`src/rtl/register_file_pkg.sv`:
```
// register_file_pkg
//   Shared constants for the register file: data width default, the funsel
//   operation encoding and the read-select encoding of both output ports.
package register_file_pkg;

  localparam int RF_NBITS_DEFAULT = 16;
  localparam int RF_NUM_REGS      = 8;

  // funsel encoding
  localparam logic [1:0] FUNSEL_CLEAR = 2'b00;
  localparam logic [1:0] FUNSEL_LOAD  = 2'b01;
  localparam logic [1:0] FUNSEL_DEC   = 2'b10;
  localparam logic [1:0] FUNSEL_INC   = 2'b11;

  // osel encoding; the value doubles as the storage index inside the top
  localparam logic [2:0] OSEL_T1 = 3'b000;
  localparam logic [2:0] OSEL_T2 = 3'b001;
  localparam logic [2:0] OSEL_T3 = 3'b010;
  localparam logic [2:0] OSEL_T4 = 3'b011;
  localparam logic [2:0] OSEL_R1 = 3'b100;
  localparam logic [2:0] OSEL_R2 = 3'b101;
  localparam logic [2:0] OSEL_R3 = 3'b110;
  localparam logic [2:0] OSEL_R4 = 3'b111;

endpackage

```
`src/rtl/register_file_rf_cell.sv`:
```
// rf_cell
//   One NBits storage register. When enabled, applies funsel at the rising
//   clock edge (clear / load / decrement / increment, wrapping modulo
//   2^NBits); holds otherwise. Asynchronous active-high reset to zero.
//
//   clk       in   clock
//   rst       in   async reset, active high
//   i_en      in   update enable
//   i_funsel  in   operation select
//   i_d       in   load data
//   o_q       out  stored value
module rf_cell
  import register_file_pkg::*;
#(
  parameter int NBits = RF_NBITS_DEFAULT
) (
  input  logic             clk,
  input  logic             rst,
  input  logic             i_en,
  input  logic [1:0]       i_funsel,
  input  logic [NBits-1:0] i_d,
  output logic [NBits-1:0] o_q
);

  logic [NBits-1:0] r_q;

  always_ff @(posedge clk or posedge rst) begin
    if (rst) begin
      r_q <= '0;
    end else if (i_en) begin
      case (i_funsel)
        FUNSEL_CLEAR: r_q <= '0;
        FUNSEL_LOAD:  r_q <= i_d;
        FUNSEL_DEC:   r_q <= r_q - 1'b1;
        FUNSEL_INC:   r_q <= r_q + 1'b1;
        default:      r_q <= r_q;
      endcase
    end
  end

  assign o_q = r_q;

endmodule

```
`src/rtl/register_file.sv`:
```
// register_file
//   Eight NBits registers (T1..T4, R1..R4) sharing one operation select and
//   one load bus, each with its own enable. Two combinational read ports,
//   no write bypass.
//
//   clk     in   clock
//   rst     in   async reset, active high; zeroes every register
//   funsel  in   operation for all enabled registers
//   rsel    in   enables for R1..R4 (bit0 = R1)
//   tsel    in   enables for T1..T4 (bit0 = T1)
//   i       in   load data
//   osel_a  in   read select, port A (000..011 = T1..T4, 100..111 = R1..R4)
//   osel_b  in   read select, port B
//   out_a   out  register chosen by osel_a
//   out_b   out  register chosen by osel_b
module register_file
  import register_file_pkg::*;
#(
  parameter int NBits = RF_NBITS_DEFAULT
) (
  input  logic             clk,
  input  logic             rst,
  input  logic [1:0]       funsel,
  input  logic [3:0]       rsel,
  input  logic [3:0]       tsel,
  input  logic [NBits-1:0] i,
  input  logic [2:0]       osel_a,
  input  logic [2:0]       osel_b,
  output logic [NBits-1:0] out_a,
  output logic [NBits-1:0] out_b
);

  // Storage index equals the osel code: T1..T4 at 0..3, R1..R4 at 4..7.
  logic [NBits-1:0]       w_q [RF_NUM_REGS];
  logic [RF_NUM_REGS-1:0] w_en;

  assign w_en = {rsel, tsel};

  for (genvar g = 0; g < RF_NUM_REGS; g++) begin : g_cell
    rf_cell #(
      .NBits(NBits)
    ) u_cell (
      .clk      (clk),
      .rst      (rst),
      .i_en     (w_en[g]),
      .i_funsel (funsel),
      .i_d      (i),
      .o_q      (w_q[g])
    );
  end

  always_comb begin
    out_a = w_q[osel_a];
    out_b = w_q[osel_b];
  end

endmodule

```
`config.mk`:
```
export PLATFORM = sky130hd
export DESIGN_NAME = register_file
export DESIGN_NICKNAME = d
export VERILOG_FILES = /design/src/rtl/register_file_pkg.sv /design/src/rtl/register_file_rf_cell.sv /design/src/rtl/register_file.sv
export SDC_FILE = /design/constraint.sdc
export NUM_CORES = 1
export LEC_CHECK = 0
export BUFFER_PORTS_ARGS = -buffer_cell sky130_fd_sc_hd__buf_2
export CAP_MARGIN = 20
export CELL_PAD_IN_SITES_DETAIL_PLACEMENT = 1
export CELL_PAD_IN_SITES_GLOBAL_PLACEMENT = 1
export CORE_AREA = 2 2 158 276
export DETAILED_ROUTE_END_ITERATION = 12
export DIE_AREA = 0 0 160 278
export GPL_TIMING_DRIVEN = 0
export PLACE_DENSITY = 0.61
export SLEW_MARGIN = 20
export SYNTH_ARGS = -nofsm -noshare
export SYNTH_HDL_FRONTEND = slang
export SYNTH_SLANG_ARGS = --single-unit
export TNS_END_PERCENT = 5
```
`constraint.sdc`:
```
create_clock -name clk -period 10.4 [get_ports clk]
set_input_delay 2.08 -clock clk [delete_from_list [all_inputs] [get_ports clk]]
set_output_delay 2.08 -clock clk [all_outputs]
set_load 0.01 [all_outputs]
```
[After elaboration in Yosys (flattened, before gate mapping)]
Index checks and enable logic that the tools add are counted.
Storage, ports and cells
  register bits: 128
  input port bits: 34
Operators by class
  eq/ne operators: 3
  order comparisons: 2
  reduce and logical (&&, ||, !) cells: 1
  multiplexer cells: 14
  bitwise operators: 2
  $add $sub $neg: 16
Operator list (count)
  $pmux W16 S4: 8
  $add A16 B1 Y16 const B: 8
  $sub A16 B1 Y16 const B: 8
  $bmux W16 S3: 2
  $mux W16: 4
  $ge A4 B4 Y1 const B: 2
  $not A3 Y4: 2
  $eq A2 B2 Y1 const B: 2
  $eq A2 B1 Y1 const B: 1
  $logic_not A2 Y1: 1

[Longest topological paths before layout]
  word-level depth: 4
  gate-level depth with buffers: 13
  depth with buffers taken out: 10

[Cells and area by module]
From an unflattened synthesis, not the netlist that was laid out.
Second synthesis, totals
  cell total of the unflattened synthesis: 1547
  area, all modules: 13917.1 um2
By module, submodules not included
  rf_cell at g_cell[3].u_cell ...: area each 1456.4 um2, seq. area each 400.4 um2, instances 5, cells each 177
  rf_cell at g_cell[0].u_cell ...: area each 1500.2 um2, seq. area each 400.4 um2, instances 2, cells each 185
  register_file: area each 2142.1 um2, seq. area each 0.0 um2, instances 1, cells each 114
  rf_cell at g_cell[2].u_cell: area each 1492.7 um2, seq. area each 400.4 um2, instances 1, cells each 178

[Least setup slack after synthesis]
OpenSTA, ideal clock, no wires.
  path type: input port to flip-flop
  from: input funsel[1]
  to: register g_cell[1].u_cell.r_q[14]
  data required time: 10269 ps
  data arrival time: 8567 ps
  path slack: 1702 ps
  stages: 13
  library setup time: 131 ps
  path through: clkbuf_1 buf_1 clkbuf_1 nand2_1 fa_1 a21o_1 a21o_1 a2111oi_4 nor3_2 a2111oi_4 o311ai_1 and4b_1 or3_1
Between the ends
  cells in the longest elaborated chain, start to end: 2
Ends and longest elaborated chain
  from (decl): RTL line register_file.sv:23  | input logic [1:0] funsel,
  $eq A2 B2 Y1 (tied with other cells): RTL line register_file_rf_cell.sv:31  | case (i_funsel)
  $pmux W16 S4 (*): RTL line register_file_rf_cell.sv:31
  to (signal assigned): RTL line register_file_rf_cell.sv:33  | FUNSEL_LOAD: r_q <= i_d;
  to (signal assigned): RTL line register_file_rf_cell.sv:34  | FUNSEL_DEC: r_q <= r_q - 1'b1;
  to (signal assigned): RTL line register_file_rf_cell.sv:35  | FUNSEL_INC: r_q <= r_q + 1'b1;
  to (decl): RTL line register_file_rf_cell.sv:25  | logic [NBits-1:0] r_q;
Mark *: on every way between the ends. The rest lies on a longest branch, timed or not.
A chain may end at the register's enable or synchronous reset.

[Worst setup path after layout]
  from: input funsel[1]
  to: register g_cell[0].u_cell.r_q[15]
Between the ends
  cells in the longest elaborated chain, start to end: 2
Ends and longest elaborated chain (RTL line)
  $eq A2 B2 Y1 (tied with other cells): register_file_rf_cell.sv:31
  $pmux W16 S4 (*): register_file_rf_cell.sv:31
  to (signal assigned): register_file_rf_cell.sv:33
  to (signal assigned): register_file_rf_cell.sv:34
  to (signal assigned): register_file_rf_cell.sv:35
  to (decl): register_file_rf_cell.sv:25
Marks and branches as above.

==> metrics.txt <==
H-tree Lvls=4; hold_buf cts=0; CTS root buf=clkbuf_16; Worst Skew=0.008784 ns; main combinational cell family by area after synthesis=compound AO/OA/AOI/OAI gates; Die Y-Extent=about 280 um; layout cell share with drive strength beyond 1=between 10% and 20%; PD cells=about 240 mW/mm^2; Hold WS=around 0.58 ns; Starting DRT DRC Count=533; RePlAce Congestion=about 0.9; Worst Max-Slew Pin Slew=between 1 and 1.5 ns; busiest grt layer=met2; top cells by area, synth=dfrtp_1 26%, ha_1 14%, mux4_2 12%, a21oi_1 11%, xnor2_1 4.6%; Final Util=around 34%; Max Clk Rate=between 100 and 150 MHz; post-DP HPWL=41.59 mm; Placement Cell Area=0.01362 mm^2; Resize count post-CTS=0; Rows=100; Worst setup SP type=input port; Max FO, Critical Path=between 40 and 50; FF+latch count, synth=~130; vias in the first global route=12.84k; mean number of vias per cell=about 5.7; total gr overflow=0; core area=about 0.042 mm^2; Final Hold Viols=0; CTS Buffer Depth=2; largest net degree at the start of global routing=91; clk sinks=128; Layout Nets=~1.6k; most frequent cells in the layout=273 x a21oi_1, 143 x nor2_1, 136 x ha_1; Worst Path Arrival=just over 8 ns; CP endpoint kind=register; RSZ-0062 raised after global routing=no; post-synthesis compound-gate area fraction=22.08%; initial antenna violation count=1; chip width=between 150 and 200 um; Tcrit/Tclk final=roughly 74%; Post-CTS Setup Repair Bufs=0; Mapped Nets=~1.5k; post-synthesis mux area share=around 16%; die area=about 0.044 mm^2; io pins=66; asr flop ratio synth=100.0%; area share of xor/xnor cells in the synthesized design=7.343%; met1 global-route usage=22.18%; status=completed; Max Cap Viol=0; met3 Resource Use GR=under 10%; Synth Flop Type=dfrtp_1; adder-cell area share of the yosys netlist=between 10 and 15%; Final Instance Area=~0.014 mm^2; final worst setup slack=between 2 and 3 ns; GR Util All Layers=about a quarter; Layout area overhead=14.05%; Yosys top cell area share=about 26%; clock-pin slew on the worst setup and hold paths=~0.070 ns; Worst EP required=between 10 and 15 ns; critical path type=in2reg; Routed Antenna Nets=0; CTS tree=built; Static Leakage=roughly 5.8 nW; Setup WS pre-CTS=2.297 ns; PortBufs=56; Worst-Skew Late Latency=between 0.4 and 0.5 ns; post-layout total power=3.385 mW; met2 usage=a little under half; Pre-antenna DRT Iters=5; post-synthesis simple-gate area fraction=11.50%; Hold Crit Class=reg2reg; WL per Instance=approximately 26 um; commonest non-fill, non-tap cell in the layout=a21oi_1; register area share after synthesis=around 26%; Vias=about 12k; Mapped Area=roughly 0.013 mm^2; DRC=0; n_diodes=0; initial core utilization=29.62%; WL final=about 52 mm; first-pass GRT wire length=approximately 78 mm; Avg Inst Size Synth=slightly above 9 um^2; Largest register FFs=~130; Max-slew headroom=a little under a fifth; area leader, netlist=dfrtp_1; Final setup viols=0; number of distinct library cells after synthesis=54; fin crit period=between 7 and 8 ns; Synthesis Warnings=0; VDD IR max=0.09705 mV; EDFF count, synth=0; Syn Inst Count=approximately 1.4k; Final Max Slew Viols=0; TritonCTS buffer count=17
[through the flow]
step           std cells  TNS [ns]
6_report            2016         0
5_1_grt             2016         0
2_1_floorplan       1363         0
4_1_cts             2016         0
3_3_place_gp        1980   -147.58
3_5_place_dp        1984         0
[layout make-up]
cell class | count | area [um^2]
plain buffers | 75 | 281.5
clock buffers | 17 | 425.4
clock inverters | 15 | 241.5
fillers | 5021 | 28010
inverters | 15 | 63.81
multi-input cells | 1145 | 8991
flip-flops and latches | 128 | 3203
well taps | 561 | 701.9
repair buffers | 60 | 375.4
[report_power, final]
part	switching [mW]	total (mW)	internal [mW]
Sequential	0.216	0.852	0.635
Clock	0.265	0.713	0.447
Combinational	0.983	1.82	0.838
[synth_stat cells (26+ instances only)]
cell,count
ha_1,136
clkbuf_1,65
nand2_1,58
a21oi_1,273
dfrtp_1,128
nor3_1,26
xnor2_1,66
mux2_2,44
nor2_1,143
o21ai_0,40
mux4_2,64
a21o_1,38
xor2_1,39
[logic make-up (layout without fill, tap and decap cells)]
| kind of cell | count (synthesis) | count (layout) |
|---|---|---|
| AND/OR/NAND/NOR | 316 | 316 |
| AO/OA/AOI/OAI | 466 | 466 |
| adder cells (fa/ha/maj) | 144 | 144 |
| XOR/XNOR | 105 | 105 |
| multiplexers | 114 | 114 |
| buffers and inverters | 90 | 182 |
| flip-flops | 128 | 128 |
[critical path, cell delays in order]
cell       delay, ns
buf_2           0.12
clkbuf_1        0.51
buf_1           0.85
clkbuf_1        0.71
nand2_4         0.45
buf_12          0.34
buf_12          0.21
ha_1            0.39
a2111oi_0       0.50
nor3_1          0.18
a21oi_1         0.24
nor3_2          0.10
a41oi_1         0.40
mux2_2          0.40
or4_1           0.47
nand3_1         0.08
[metal layers]
layer,wire length (um),part of all wire (%)
met2,28490,55
met1,17290,33
met3,1120,2.2
met4,4836,9.3
met5,0,0
[path summary, 6_finish.rpt]
kind / start / to / slack [ns] / cells past startpoint
worst max-delay path: funsel[1] / g_cell[0].u_cell.o_q[15]$_DFFE_PP0P_ / 2.71 / 16
worst min-delay path: g_cell[0].u_cell.o_q[14]$_DFFE_PP0P_ / g_cell[0].u_cell.o_q[14]$_DFFE_PP0P_ / 0.58 / 2
worst max register to register: g_cell[1].u_cell.o_q[0]$_DFFE_PP0P_ / g_cell[1].u_cell.o_q[14]$_DFFE_PP0P_ / 6.88 / 9
worst min register to register: g_cell[0].u_cell.o_q[14]$_DFFE_PP0P_ / g_cell[0].u_cell.o_q[14]$_DFFE_PP0P_ / 0.58 / 2
max in group asynchronous: rst / g_cell[2].u_cell.o_q[1]$_DFFE_PP0P_ / 7.98 / 3
min in group asynchronous: rst / g_cell[4].u_cell.o_q[14]$_DFFE_PP0P_ / 1.60 / 2
Power figures use the tool's default switching activity.
